## src/rtl/bytes_to_word_pkg.sv

```systemverilog
// rtl/bytes_to_word_pkg.sv - shared types and big-endian lane helpers for bytes_to_word
package bytes_to_word_pkg;

    typedef enum logic [2:0] {
        ST_IDLE,
        ST_RMW_RD,
        ST_RMW_WR,
        ST_FULL_WR,
        ST_RD_WAIT
    } state_t;

    // Byte offset k occupies word bits [31-8k -: 8].
    function automatic logic [4:0] lane_hi(input logic [1:0] k);
        return {~k, 3'b111};
    endfunction

    function automatic logic [7:0] get_byte(input logic [31:0] word, input logic [1:0] k);
        return word[lane_hi(k) -: 8];
    endfunction

    function automatic logic [31:0] insert_byte(input logic [31:0] word, input logic [1:0] k,
                                                input logic [7:0] b);
        logic [31:0] r;
        r = word;
        r[lane_hi(k) -: 8] = b;
        return r;
    endfunction

    // Buffered lanes win over the memory word.
    function automatic logic [31:0] merge_word(input logic [31:0] buf_word, input logic [3:0] mask,
                                               input logic [31:0] mem_word);
        logic [31:0] r;
        r = mem_word;
        r = mask[0] ? insert_byte(r, 2'd0, get_byte(buf_word, 2'd0)) : r;
        r = mask[1] ? insert_byte(r, 2'd1, get_byte(buf_word, 2'd1)) : r;
        r = mask[2] ? insert_byte(r, 2'd2, get_byte(buf_word, 2'd2)) : r;
        r = mask[3] ? insert_byte(r, 2'd3, get_byte(buf_word, 2'd3)) : r;
        return r;
    endfunction

endpackage

```

## src/rtl/bytes_to_word.sv

```systemverilog
// rtl/bytes_to_word.sv - byte-wide target to word-wide initiator with write-combining buffer
module bytes_to_word
    import bytes_to_word_pkg::*;
#(
    parameter int word_read_cycles = 2
) (
    input  logic        clk,
    input  logic        reset_n,
    input  logic        flush,
    output logic        busy,
    input  logic [31:0] byte_addr,
    input  logic        byte_wr,
    input  logic        byte_rd,
    input  logic [7:0]  byte_wr_data,
    output logic [7:0]  byte_rd_data,
    output logic [31:0] word_addr,
    output logic        word_wr,
    output logic        word_rd,
    output logic [31:0] word_wr_data,
    input  logic [31:0] word_rd_data
);
    localparam int CNT_W = $clog2(word_read_cycles + 1);
    localparam logic [CNT_W-1:0] CNT_LOAD = CNT_W'(word_read_cycles);

    state_t           state, state_nxt;
    logic [31:0]      wbuf;
    logic [3:0]       wmask;
    logic [29:0]      waddr;
    logic             pend_valid;
    logic [31:0]      pend_addr;
    logic [7:0]       pend_data;
    logic [1:0]       rd_lane;
    logic [CNT_W-1:0] cnt;

    logic        idle, wr_acc, rd_acc, same_word, cnt_done;
    logic [3:0]  merged_mask;
    logic [31:0] merged_buf;
    logic [7:0]  rd_byte;

    always_comb begin
        idle        = (state == ST_IDLE);
        wr_acc      = idle && byte_wr;
        rd_acc      = idle && byte_rd && !byte_wr;
        same_word   = (wmask == 4'h0) || (byte_addr[31:2] == waddr);
        merged_mask = wmask | (4'b0001 << byte_addr[1:0]);
        merged_buf  = insert_byte(wbuf, byte_addr[1:0], byte_wr_data);
        cnt_done    = (cnt == '0);
        // word_addr still holds the address of the read in flight.
        rd_byte     = (wmask[rd_lane] && (waddr == word_addr[31:2])) ? get_byte(wbuf, rd_lane)
                                                                     : get_byte(word_rd_data, rd_lane);
    end

    always_ff @(posedge clk or negedge reset_n) begin
        if (!reset_n) state <= ST_IDLE;
        else          state <= state_nxt;
    end

    always_comb begin
        state_nxt = state;
        case (state)
            ST_IDLE: begin
                if (wr_acc && same_word) begin
                    if (merged_mask == 4'hF) state_nxt = ST_FULL_WR;
                    else if (flush)          state_nxt = ST_RMW_RD;
                end else if (wr_acc) begin
                    state_nxt = ST_RMW_RD;
                end else if (rd_acc) begin
                    state_nxt = ST_RD_WAIT;
                end else if (flush && (wmask != 4'h0)) begin
                    state_nxt = ST_RMW_RD;
                end
            end
            ST_RMW_RD:  if (cnt_done) state_nxt = ST_RMW_WR;
            ST_RMW_WR:  state_nxt = ST_IDLE;
            ST_FULL_WR: state_nxt = ST_IDLE;
            ST_RD_WAIT: if (cnt_done) state_nxt = ST_IDLE;
            default:    state_nxt = ST_IDLE;
        endcase
    end

    always_comb begin
        busy = !idle;
    end

    always_ff @(posedge clk or negedge reset_n) begin
        if (!reset_n) begin
            wbuf         <= '0;
            wmask        <= '0;
            waddr        <= '0;
            pend_valid   <= 1'b0;
            pend_addr    <= '0;
            pend_data    <= '0;
            rd_lane      <= '0;
            cnt          <= '0;
            word_addr    <= '0;
            word_wr      <= 1'b0;
            word_rd      <= 1'b0;
            word_wr_data <= '0;
            byte_rd_data <= '0;
        end else begin
            word_wr <= 1'b0;
            word_rd <= 1'b0;
            case (state)
                ST_IDLE: begin
                    if (wr_acc && same_word) begin
                        wbuf  <= merged_buf;
                        wmask <= merged_mask;
                        waddr <= byte_addr[31:2];
                        if (merged_mask == 4'hF) begin
                            word_wr      <= 1'b1;
                            word_addr    <= {byte_addr[31:2], 2'b00};
                            word_wr_data <= merged_buf;
                        end else if (flush) begin
                            word_rd   <= 1'b1;
                            word_addr <= {byte_addr[31:2], 2'b00};
                            cnt       <= CNT_LOAD;
                        end
                    end else if (wr_acc) begin
                        pend_valid <= 1'b1;
                        pend_addr  <= byte_addr;
                        pend_data  <= byte_wr_data;
                        word_rd    <= 1'b1;
                        word_addr  <= {waddr, 2'b00};
                        cnt        <= CNT_LOAD;
                    end else if (rd_acc) begin
                        rd_lane   <= byte_addr[1:0];
                        word_rd   <= 1'b1;
                        word_addr <= {byte_addr[31:2], 2'b00};
                        cnt       <= CNT_LOAD;
                    end else if (flush && (wmask != 4'h0)) begin
                        word_rd   <= 1'b1;
                        word_addr <= {waddr, 2'b00};
                        cnt       <= CNT_LOAD;
                    end
                end
                ST_RMW_RD: begin
                    if (cnt_done) begin
                        word_wr      <= 1'b1;
                        word_wr_data <= merge_word(wbuf, wmask, word_rd_data);
                    end else begin
                        cnt <= cnt - 1'b1;
                    end
                end
                ST_RMW_WR: begin
                    // A displaced byte write becomes the sole occupant of the emptied buffer.
                    if (pend_valid) begin
                        wbuf       <= insert_byte(32'h0, pend_addr[1:0], pend_data);
                        wmask      <= 4'b0001 << pend_addr[1:0];
                        waddr      <= pend_addr[31:2];
                        pend_valid <= 1'b0;
                    end else begin
                        wmask <= 4'h0;
                    end
                end
                ST_FULL_WR: wmask <= 4'h0;
                ST_RD_WAIT: begin
                    if (cnt_done) byte_rd_data <= rd_byte;
                    else          cnt <= cnt - 1'b1;
                end
                default: ;
            endcase
        end
    end

endmodule

```

## config.mk

```make
export PLATFORM = sky130hd
export DESIGN_NAME = bytes_to_word
export DESIGN_NICKNAME = d
export VERILOG_FILES = /design/src/rtl/bytes_to_word_pkg.sv /design/src/rtl/bytes_to_word.sv
export SDC_FILE = /design/constraint.sdc
export NUM_CORES = 1
export LEC_CHECK = 0
export CORE_MARGIN = 2
export CORE_UTILIZATION = 30
export CTS_CLUSTER_SIZE = 12
export DETAILED_ROUTE_END_ITERATION = 10
export GPL_ROUTABILITY_DRIVEN = 0
export GPL_TIMING_DRIVEN = 0
export PLACE_DENSITY_LB_ADDON = 0.08
export SKIP_LAST_GASP = 1
export SLEW_MARGIN = 20
export SYNTH_ARGS = -nofsm -noshare
export SYNTH_HDL_FRONTEND = slang
export SYNTH_SLANG_ARGS = --single-unit
```

## constraint.sdc

```tcl
create_clock -name clk -period 2.7 [get_ports clk]
set_clock_uncertainty 0.1 [all_clocks]
set_input_delay 0.675 -clock clk [delete_from_list [all_inputs] [get_ports clk]]
set_output_delay 0.675 -clock clk [all_outputs]
set_load 0.02 [all_outputs]
```

==> impl_metrics.toml <==
[critical_path]
required_ps = 2930
crit_path_cell_trace = "clkdlybuf4s15_1 > xor2_1 > nor4_1 > nand4_1 > o31a_1 > buf_4 > o21ai_4 > buf_12 > buf_12 > buf_12 > mux2i_2 > a21oi_2"
arrival_ps = 3070
r2r-end = "word_addr[7]"
regToRegStartpoint = "waddr[25]"
r2r_cells = 11
cp_max_fo = 5
crit_path_start_kind = "input port"
crit_type = "input port to flip-flop"
critPathTopFamily = "buffers and inverters"
crit_slowest_cell = "o31a_1"
rrSetupSlack_ps = -130
crit_path_end_kind = "flip-flop"
critPathMostFrequentCell = "buf_12"
worst_path_largest_cell_delay_ps = 460
path_buf_inv = 5

[clock_tree]
cts-root-buf = "clkbuf_16"
clock_path_buffers = 2
clk_transition_reported_paths_ps = 80
cts_tree = "built"
clock_latency_ps = 440
clock-sinks = 186
holdBufCountCts = 0
cts_made_buffers = 17
htreeDepth = 4

[detailed_routing]
routedWlPerCell_um = 22.0
dr.pass1.iters = 5
drtAntennaViolNets = 0
drc = 0
via_count = 7653
routed_wirelength_um = 32500
routed_via_density = 5.18
first_iter_violations = 547

[synthesis]
synth_cells = 877
synth-edff-count = 0
async_flop_share_pct = 100
yosys.cell_types.count = 44
yosys_warnings = 0
synth_flop_cell = "dfrtp_1"
ys_ff_latch = 186
syn_area_um2 = 9580
synth-seq-area-share_pct = 48.6
synth.avg_cell_area_um2 = 10.9

[floorplan]
die_area_um2 = 33400
die_x_um = 183
initial_core_util_pct = 30.5
rows = 65
io_pins = 152
core_region_area_um2 = 31500
fp.dieH_um = 183

[run]
maxCapViolations = 0

[timing]
timing.slew.headroom_pct = 36.2
min_period_ps = 2840
layout_setup_ws_ps = -140
max_freq_mhz = 352
setup_viol_count_final = 115
holdWs_ps = 146
finalMaxSlewViolations = 0
min_period_over_period_pct = 105
rsz0062_at_grt = "yes"
final-hold-violation-count = 0
finalSetupTns_ps = -7150
tightest_slew_ps = 957

[cells_and_area]
multi_input_area_um2 = 5020
drive_above_1_share_pct = 24.2
syn_to_final_growth_pct = 36.4
regArea_um2 = 4660
final-instance-count-excl-fill = 1476
n_fill_cell = 3061
nets = 1138

[grt]
gr-total-overflow = 0
grt_pass1_wl_um = 49000
antenna_found_initial = 2
grt_pass1_vias = 7684
grt_max_degree = 86
grt.total_usage_pct = 19.6

[hold_path]
worstHoldPathType = "input port to async pin"

[placed_design]
dp_hpwl_um = 22800
port_buffers = 141
pre_cts_ws_ps = -1340
dp.cells = 1423

[status]
outcome = "finished with violations"
violations = "negative setup slack"

[power]
powerDensity_nw_per_um2 = 1240
p_leak_nw = 5.30
peakVddDrop_mv = 0.491
cells in the final DEF (no fill, tap or decap), drive strengths merged, types with 5 or more instances in the layout:
| master | netlist | routed |
|---|---|---|
| dfrtp | 186 | 186 |
| nor2 | 113 | 113 |
| clkdlybuf4s50 | 0 | 112 |
| mux2 | 75 | 75 |
| mux2i | 68 | 68 |
| buf | 32 | 68 |
| nand2 | 51 | 51 |
| a21oi | 40 | 40 |
| clkbuf | 25 | 40 |
| o22ai | 36 | 36 |
| a22oi | 34 | 34 |
| o21ai | 34 | 34 |
| o2bb2ai | 33 | 33 |
| xnor2 | 31 | 31 |
| xor2 | 30 | 30 |
| mux4 | 17 | 17 |
| dlygate4sd2 | 0 | 13 |
| inv | 8 | 12 |
| nand4 | 10 | 10 |
| nor4 | 8 | 8 |
| a2bb2oi | 7 | 7 |
| nor3 | 6 | 6 |
| clkdlybuf4s15 | 0 | 6 |
| nand3 | 5 | 5 |
| clkinv | 0 | 5 |
area by class of cell:
class / count / share of cell area [%]
diodes: 1 / 0.0191
multi-input cells: 627 / 38.4
clock buffers: 19 / 3.39
flip-flops and latches: 186 / 35.6
clock inverters: 13 / 1.09
repair buffers: 170 / 13.7
inverters: 8 / 0.230
plain buffers: 50 / 3.63
well taps: 402 / 3.85
flip-flops by register name, indices dropped and copies added (netlist names):
register / cells
waddr: 30
pend_data: 8
pend_addr: 32
wbuf: 32
rd_lane: 2
word_wr_data: 32
word_addr: 30
word_rd: 1
pend_valid: 1
byte_rd_data: 8
state: 3
wmask: 4
cnt: 2
word_wr: 1
logic make-up (layout without fill, tap and decap cells):
| kind of cell | after synthesis | after routing | synth area share (%) |
|---|---|---|---|
| buf+inv | 65 | 260 | 2.99 |
| flops | 186 | 186 | 48.6 |
| fa+ha+maj | 1 | 1 | 0.131 |
| xor+xnor | 61 | 61 | 5.57 |
| mux | 160 | 160 | 19.9 |
| compound gates | 193 | 193 | 13.4 |
| simple gates | 210 | 210 | 9.36 |
| other cells | 1 | 3 | 0.0391 |
timing repair:
item	4_1_cts	5_1_grt
setup endpoints to repair	184	171
endpoints found under the hold margin	0	0
cloned	3	4
gates resized for setup	140	92
pin swaps	23	27
setup buffers	13	8
power by group:
part	internal, mW	switching, mW	leakage [nW]
registers	4.13	1.27	2.27
logic	4.12	4.13	2.75
clock network	1.40	1.19	0.285
worst max-delay path by stage:
stage,from,endpoint,slack (ps),depth (start not counted)
after floorplan,byte_addr[13],word_addr[10],130,9
after global placement,reset_n,word_wr_data[21],-7810,1
after detailed placement,byte_addr[25],waddr[23],-1340,10
after CTS,waddr[22],word_addr[31],-60,11
after global routing,waddr[25],word_addr[2],-250,11
final,byte_addr[8],word_addr[7],-140,12
layer usage:
| metal | share of wire [%] | track usage, % | vias to the layer above | routed length (um) |
|---|---|---|---|---|
| li1 | - | - | 3546 | - |
| met1 | 50 | 29.7 | 3862 | 16400 |
| met2 | 44 | 28.9 | 222 | 14200 |
| met3 | 5.0 | 3.75 | 21 | 1620 |
| met4 | 0.83 | 4.29 | 2 | 269 |
| met5 | 0.028 | 0 | - | 9 |
Yosys cell counts (2+ instances only):
cell       instances  area, um2
buf_2             16       80.1
mux2_2            66        743
o22ai_1           36        225
dfrtp_1          186       4650
nor4_1             8       50.1
xnor2_1           31        272
mux2i_1           68        681
o21ai_0           33        165
clkbuf_1          25       93.8
nor2_1           112        420
and3_1             3       18.8
a22oi_1           34        255
nor3_1             6       30.0
nand2_1           51        191
inv_1              8       30.0
buf_1             10       37.5
a21boi_0           2       15.0
nor2b_1            3       18.8
or2_2              3       18.8
nand2b_1           3       18.8
a21oi_1           40        200
xor2_1            30        263
buf_4              6       45.0
a2bb2oi_1          7       61.3
nor3b_1            2       15.0
mux4_2            17        383
nand4_1           10       62.6
nand3_1            5       25.0
mux2_1             9        101
o2bb2ai_1         33        289
stage by stage:
stage / cell area, um2 / power, mW / utilization, %
after floorplan: 9590 / 9.64 / -
after global placement: 11500 / 12.5 / 36.5
after detailed placement: 11600 / 12.6 / 36.8
after CTS: 12700 / 15.8 / 40.3
after global routing: 13100 / 17.3 / 41.5
final: 13100 / 16.2 / 41.5
worst register-to-register path, cell delays in order (launching register included):
cell	delay, ps
dfrtp_1	450
xor2_2	230
nor4_1	250
nand4_1	240
o31a_1	460
buf_4	180
o21ai_4	140
buf_12	150
buf_12	120
buf_12	130
mux2i_2	210
a21oi_2	70
Power figures use the tool's default switching activity.
==> variant 1 (same flow settings) <==
Set the parameter `word_read_cycles` to 4 (it was 2).
--- a/src/rtl/bytes_to_word.sv
+++ b/src/rtl/bytes_to_word.sv
@@ -2,7 +2,7 @@
 module bytes_to_word
     import bytes_to_word_pkg::*;
 #(
-    parameter int word_read_cycles = 2
+    parameter int word_read_cycles = 4
 ) (
     input  logic        clk,
     input  logic        reset_n,
Formal check against the unedited RTL: same outputs for any inputs over 4 cycles, from zero or initial values and one cycle with reset_n low; that may be too few to reach the edited logic, so the function may still have changed.
==> variant 1 against the unedited design <==
- sequential cell count is 1 higher
- power is 1.8% higher
- via count is 0.52% lower
- area after synthesis is 1.9% higher
- setup slack better by 0.16 ns
- register-to-register slack better by 0.18 ns
- design area is 1.7% lower
- highest routed layer is now met4
- routed wire length is 0.39% lower
- synthesized cell count is 1.1% higher
- global-route usage is 0.22 points lower
==> variant 1: results (changes against the unedited design) <==
Outcome
  – Outcome: completed

Global routing
  – Number of global-route vias before repair: 7,643 (-0.53%)
  – M2 GR Usage: 0.316 (+0.0274)
  – Largest net degree at the start of global routing: 69 (-20%)
  – Met1 Track Usage GR: 0.265 (-0.0312)
  – Initial antenna violation count: 0 (-2)
  – Gr usage total: 0.194 (-0.00220)
  – GRT met3 Usage: 0.0332 (-0.00433)

Setup path
  – Crit-path slowest cell: o21ai_4
  – RR Endpoint: word_wr_data[8]
  – Reg2Reg Depth: 9 (-2)
  – CP max FO: 7 (+2)
  – CP max stage delay: 0.31 ns (-0.15 ns)
  – WP data arrival: 2.92 ns (-0.15 ns)
  – R2R setup slack: 0.05 ns (+0.18 ns)

Timing
  – Setup violators final: 0 (-100%)
  – Worst-margin pin slew: 0.900 ns (-0.0571 ns)
  – Fin Hold WS: 0.0651 ns (-0.0811 ns)

Finish
  – Fill cells: 3,209 (+4.8%)
  – Layout non-clock buf frac: 0.154 (-0.0199)
  – ClkCell Share: 0.0456 (+0.000794)
  – Buffers excl. clock: 215 (-2.3%)
  – Seq/total area: 0.364 (+0.00797)
  – Multi-input gate share of total cell area: 0.390 (+0.00554)
  – Non-clock inverter count: 12 (+4)
  – Multi-input gates: 631 (+0.64%)
  – Net count, final: 1,143 (+0.44%)
  – Layout cell share with drive strength beyond 1: 0.203 (-0.0390)
  – Ant diodes: 0 (-1)

Pwr
  – Sequential power: 0.00548 W (+1%)
  – Internal: 0.00967 W (+0.28%)
  – Peak VDD IR: 0.000601 V (+22%)
  – Leakage power total: 5.50 nW (+3.8%)
  – Reg power frac: 0.332 (about the same)

Logic synthesis
  – Netlist cell types: 50 (+14%)
  – Xor and xnor fraction of the mapped netlist area: 0.0547 (-0.00101)
  – Synth Area in Adders: 0.00256 (+0.00126)
  – Largest cells by area after synthesis: dfrtp_1 48%, mux2i_1 7.1%, mux2_2 5.3%
  – Register area share after synthesis: 0.479 (-0.00628)
  – Mux contribution to synthesized area: 0.206 (+0.00701)
  – Synth Area in Compound Gates: 0.132 (-0.00257)
  – Yosys reg bits: 187 (+0.54%)
  – Cell area after synthesis: 9760 µm² (+1.9%)
  – Most frequent cells after synthesis: 187 x dfrtp_1, 114 x nor2_1, 69 x mux2i_1

Drt
  – Routed metal-1 wire length: 15,100 µm (-7.9%)
  – Avg WL per Cell: 21.3 µm (-3.2%)
  – Starting DRT DRC Count: 439 (-20%)
  – DR top layer: met4
  – Met2 wire length: 15,500 µm (+8.6%)
  – WL met3: 1340 µm (-17%)
  – Post-detailed-route via-to-cell ratio: 5.01 (-3.3%)

Placed design
  – DP Area: 11,800 µm² (+1.9%)
  – Pre-CTS setup slack: -1.18 ns (+0.164 ns)
  – Buffers added on ports: 139 (-1.4%)
variant 1: through the flow:
step | std cells | TNS, ns
2_1_floorplan | 888 | 0
3_3_place_gp | 1469 | -1644.36
3_5_place_dp | 1472 | -161.31
4_1_cts | 1512 | 0
5_1_grt | 1519 | -1.27
6_report | 1519 | 0
variant 1: timing repair:
item / CTS / global route
gates resized for setup: 95 / 34
setup endpoints to repair: 179 / 173
pin swaps: 10 / 8
gates cloned: 1 / 1
setup buffers: 9 / 6
variant 1: how the worst max path moves through the flow:
| stage | from | endpoint | slack (ns) |
|---|---|---|---|
| after floorplan | byte_addr[29] | word_wr_data[0] | 0.19 |
| after global placement | reset_n | pend_addr[26] | -7.94 |
| after detailed placement | byte_addr[27] | waddr[5] | -1.18 |
| after CTS | byte_addr[19] | word_wr_data[22] | 0.0008 |
| after global routing | waddr[11] | word_wr_data[8] | -0.06 |
| final | byte_addr[24] | word_wr_data[8] | 0.02 |
==> variant 2 (same settings) <==
Without the edit above. Put one more register stage on the output `word_addr`, with the module's reset. The value now appears one clock later. The other outputs are not delayed to match.
--- a/src/rtl/bytes_to_word.sv
+++ b/src/rtl/bytes_to_word.sv
@@ -21,6 +21,8 @@
 );
     localparam int CNT_W = $clog2(word_read_cycles + 1);
     localparam logic [CNT_W-1:0] CNT_LOAD = CNT_W'(word_read_cycles);
+
+    logic [31:0] word_addr_s0;
 
     state_t           state, state_nxt;
     logic [31:0]      wbuf;
@@ -46,7 +48,7 @@
         merged_buf  = insert_byte(wbuf, byte_addr[1:0], byte_wr_data);
         cnt_done    = (cnt == '0);
         // word_addr still holds the address of the read in flight.
-        rd_byte     = (wmask[rd_lane] && (waddr == word_addr[31:2])) ? get_byte(wbuf, rd_lane)
+        rd_byte     = (wmask[rd_lane] && (waddr == word_addr_s0[31:2])) ? get_byte(wbuf, rd_lane)
                                                                      : get_byte(word_rd_data, rd_lane);
     end
 
@@ -92,7 +94,7 @@
             pend_data    <= '0;
             rd_lane      <= '0;
             cnt          <= '0;
-            word_addr    <= '0;
+            word_addr_s0 <= '0;
             word_wr      <= 1'b0;
             word_rd      <= 1'b0;
             word_wr_data <= '0;
@@ -108,11 +110,11 @@
                         waddr <= byte_addr[31:2];
                         if (merged_mask == 4'hF) begin
                             word_wr      <= 1'b1;
-                            word_addr    <= {byte_addr[31:2], 2'b00};
+                            word_addr_s0 <= {byte_addr[31:2], 2'b00};
                             word_wr_data <= merged_buf;
                         end else if (flush) begin
                             word_rd   <= 1'b1;
-                            word_addr <= {byte_addr[31:2], 2'b00};
+                            word_addr_s0 <= {byte_addr[31:2], 2'b00};
                             cnt       <= CNT_LOAD;
                         end
                     end else if (wr_acc) begin
@@ -120,16 +122,16 @@
                         pend_addr  <= byte_addr;
                         pend_data  <= byte_wr_data;
                         word_rd    <= 1'b1;
-                        word_addr  <= {waddr, 2'b00};
+                        word_addr_s0 <= {waddr, 2'b00};
                         cnt        <= CNT_LOAD;
                     end else if (rd_acc) begin
                         rd_lane   <= byte_addr[1:0];
                         word_rd   <= 1'b1;
-                        word_addr <= {byte_addr[31:2], 2'b00};
+                        word_addr_s0 <= {byte_addr[31:2], 2'b00};
                         cnt       <= CNT_LOAD;
                     end else if (flush && (wmask != 4'h0)) begin
                         word_rd   <= 1'b1;
-                        word_addr <= {waddr, 2'b00};
+                        word_addr_s0 <= {waddr, 2'b00};
                         cnt       <= CNT_LOAD;
                     end
                 end
@@ -162,5 +164,13 @@
         end
     end
 
+    always_ff @(posedge clk or negedge reset_n) begin
+        if (!reset_n) begin
+            word_addr <= '0;
+        end else begin
+            word_addr <= word_addr_s0;
+        end
+    end
+
 endmodule
 
Formal check against the unedited RTL: not equivalent (a bounded check fails within 4 cycles, from zero or initial values and one cycle with reset_n low).
==> variant 2 against the unedited design <==
- the flow still finishes with violations (setup timing)
- core utilization up 0.26 points
- power up 11%
- setup slack better by 0.046 ns
- sequential power up 14%
- global-route usage down 0.81 points
- area after synthesis up 7.8%
- largest power group unchanged
- design area up 7.7%
- sequential cell count up 30
- non-clock buffer count up 3
- combinational power down 1%
- routed wire length up 4.5%
- critical path type is now reg2reg
==> variant 2: results (changes against the unedited design) <==
Outcome
  – Outcome: finished with violations
  – Failing checks: setup timing

Setup path
  – Reg-to-reg startpoint: waddr[18]
  – RR Endpoint: word_wr_data[9]
  – Cell family with most CP delay: simple AND/OR/NAND/NOR gates
  – Reg2Reg Depth: 10 (-1)
  – CP max stage delay: 0.44 ns (-0.02 ns)

Finish
  – Number of clock buffers in the layout: 39 (+20)
  – Net count, final: 1,181 (+3.8%)
  – Layout non-clock buf frac: 0.154 (-0.0199)
  – Ant diodes: 0 (-1)
  – Multi-input gate area: 4990 µm² (-0.65%)
  – Layout cell share with drive strength beyond 1: 0.230 (-0.0124)
  – Buffers excl. clock: 223 (+1.4%)
  – Fill cells: 3,264 (+6.6%)
  – Reg area: 5410 µm² (+16%)
  – ClkCell Share: 0.0659 (+0.0211)

Drt
  – Starting DRT DRC Count: 494 (-9.7%)
  – Post-detailed-route via-to-cell ratio: 5.10 (-1.7%)
  – Total wire length: 34,000 µm (+4.5%)

Clock tree
  – TritonCTS Buffers: 27 (+10)
  – Clock Path Buffers: 3 (+1)
  – Worst-path clk slew: 0.06 ns (-0.02 ns)
  – Clk_lat worst skew: 0.55 ns (+0.11 ns)
  – H-tree depth: 1 (-3)

Logic synthesis
  – Synth top area share: 0.523 (+0.0373)
  – Netlist cell types: 44 (unchanged)
  – Most frequent cells after synthesis: 216 x dfrtp_1, 112 x nor2_1, 68 x mux2i_1
  – Largest cells by area after synthesis: dfrtp_1 52%, mux2_2 7.2%, mux2i_1 6.6%
  – Post-synth top flop: dfrtp_1
  – Register area share after synthesis: 0.523 (+0.0373)
  – Yosys reg bits: 216 (+16%)

Timing
  – Worst-margin pin slew: 1.03 ns (+0.0678 ns)
  – Setup WS post-layout: -0.0939 ns (+0.0463 ns)
  – Setup violators final: 103 (-10%)

Placed design
  – Pre-CTS setup slack: -1.40 ns (-0.0612 ns)
  – HPWL Detailed: 23,700 µm (+3.7%)

Global routing
  – M2 GR Usage: 0.273 (-0.0161)
  – Largest net degree at the start of global routing: 89 (+3.5%)
  – Number of global-route vias before repair: 7,997 (+4.1%)
  – Initial antenna violation count: 0 (-2)
  – First-pass GRT wire length: 51,100 µm (+4.3%)
  – Met1 Track Usage GR: 0.289 (-0.00775)
  – GRT met3 Usage: 0.0343 (-0.00322)

Min path
  – Hold crit path type: reg2reg

Pwr
  – Leakage power total: 5.83 nW (+9.9%)
  – Peak VDD IR: 0.000560 V (+14%)
-- variant 2: changes by cell type in the layout (fill, tap and decap cells not counted), moves of 5 or more --
cell,before,now
buf_12,12,4
clkbuf_1,4,11
dlygate4sd2_1,13,21
clkbuf_8,2,9
o21ai_1,5,0
dfrtp_1,182,211
clkbuf_16,21,28
o2bb2ai_1,19,33
xnor2_2,1,8
o21ai_0,26,33
o2bb2ai_2,14,0
xnor2_1,30,22
clkdlybuf4s50_1,112,117
-- variant 2: repair_timing --
item,in CTS,in global routing
endpoints found under the hold margin,38,0
gates cloned,4,1
endpoints found under the setup margin,185,161
hold buffers,1,0
buffers inserted,15,6
gates resized for setup,121,42
pin swaps,20,18
-- variant 2: cell families (layout without fill, tap and decap cells) --
| group | count (synthesis) | after routing | synth area share |
|---|---|---|---|
| muxes | 160 | 160 | 0.185 |
| xor gates and xnor gates | 61 | 61 | 0.0517 |
| adders and majority gates | 1 | 1 | 0.00121 |
| other | 1 | 2 | 0.000363 |
| AOI/OAI and AO/OA | 193 | 193 | 0.125 |
| DFF | 216 | 216 | 0.523 |
| and+or+nand+nor | 210 | 210 | 0.0868 |
| buffers and inverters | 65 | 279 | 0.0278 |
-- variant 2: worst max path at each step --
stage	start	endpoint	slack [ns]	cells past startpoint
final	waddr[18]	word_wr_data[9]	-0.09	10
after global routing	waddr[18]	word_wr_data[14]	-0.20	10
after CTS	waddr[18]	word_wr_data[10]	-0.10	10
after detailed placement	byte_addr[29]	waddr[12]	-1.40	10
after global placement	reset_n	word_wr_data[19]	-9.25	1
after floorplan	byte_addr[29]	word_addr_s0[10]	0.13	9
-- variant 2: layer usage --
| layer | wire length (µm) | vias to the layer above | part of all wire |
|---|---|---|---|
| li1 | - | 3676 | - |
| met1 | 16800 | 4062 | 0.49 |
| met2 | 14600 | 228 | 0.43 |
| met3 | 1960 | 40 | 0.058 |
| met4 | 561 | 0 | 0.017 |
| met5 | 0 | - | 0 |
-- variant 2: per-stage QoR --
step	utilization	instance area, µm²	setup TNS (ns)	hold WS, ns	instances
4_1_cts	0.411	13900	-2.11	0.318	1565
2_1_floorplan	-	10300	0	0.279	908
6_report	0.418	14100	-3.80	0.320	1570
3_3_place_gp	0.365	12300	-2215.91	0.307	1497
3_5_place_dp	0.367	12400	-224.39	0.308	1499
5_1_grt	0.418	14100	-17.85	0.334	1570
-- variant 2: report_power, final --
| group | switching [W] | total, W | internal (W) |
|---|---|---|---|
| Sequential | 0.00132 | 0.00614 | 0.00481 |
| Clock | 0.00145 | 0.00377 | 0.00231 |
| Combinational | 0.00419 | 0.00814 | 0.00395 |
| Total | 0.00697 | 0.0180 | 0.0111 |
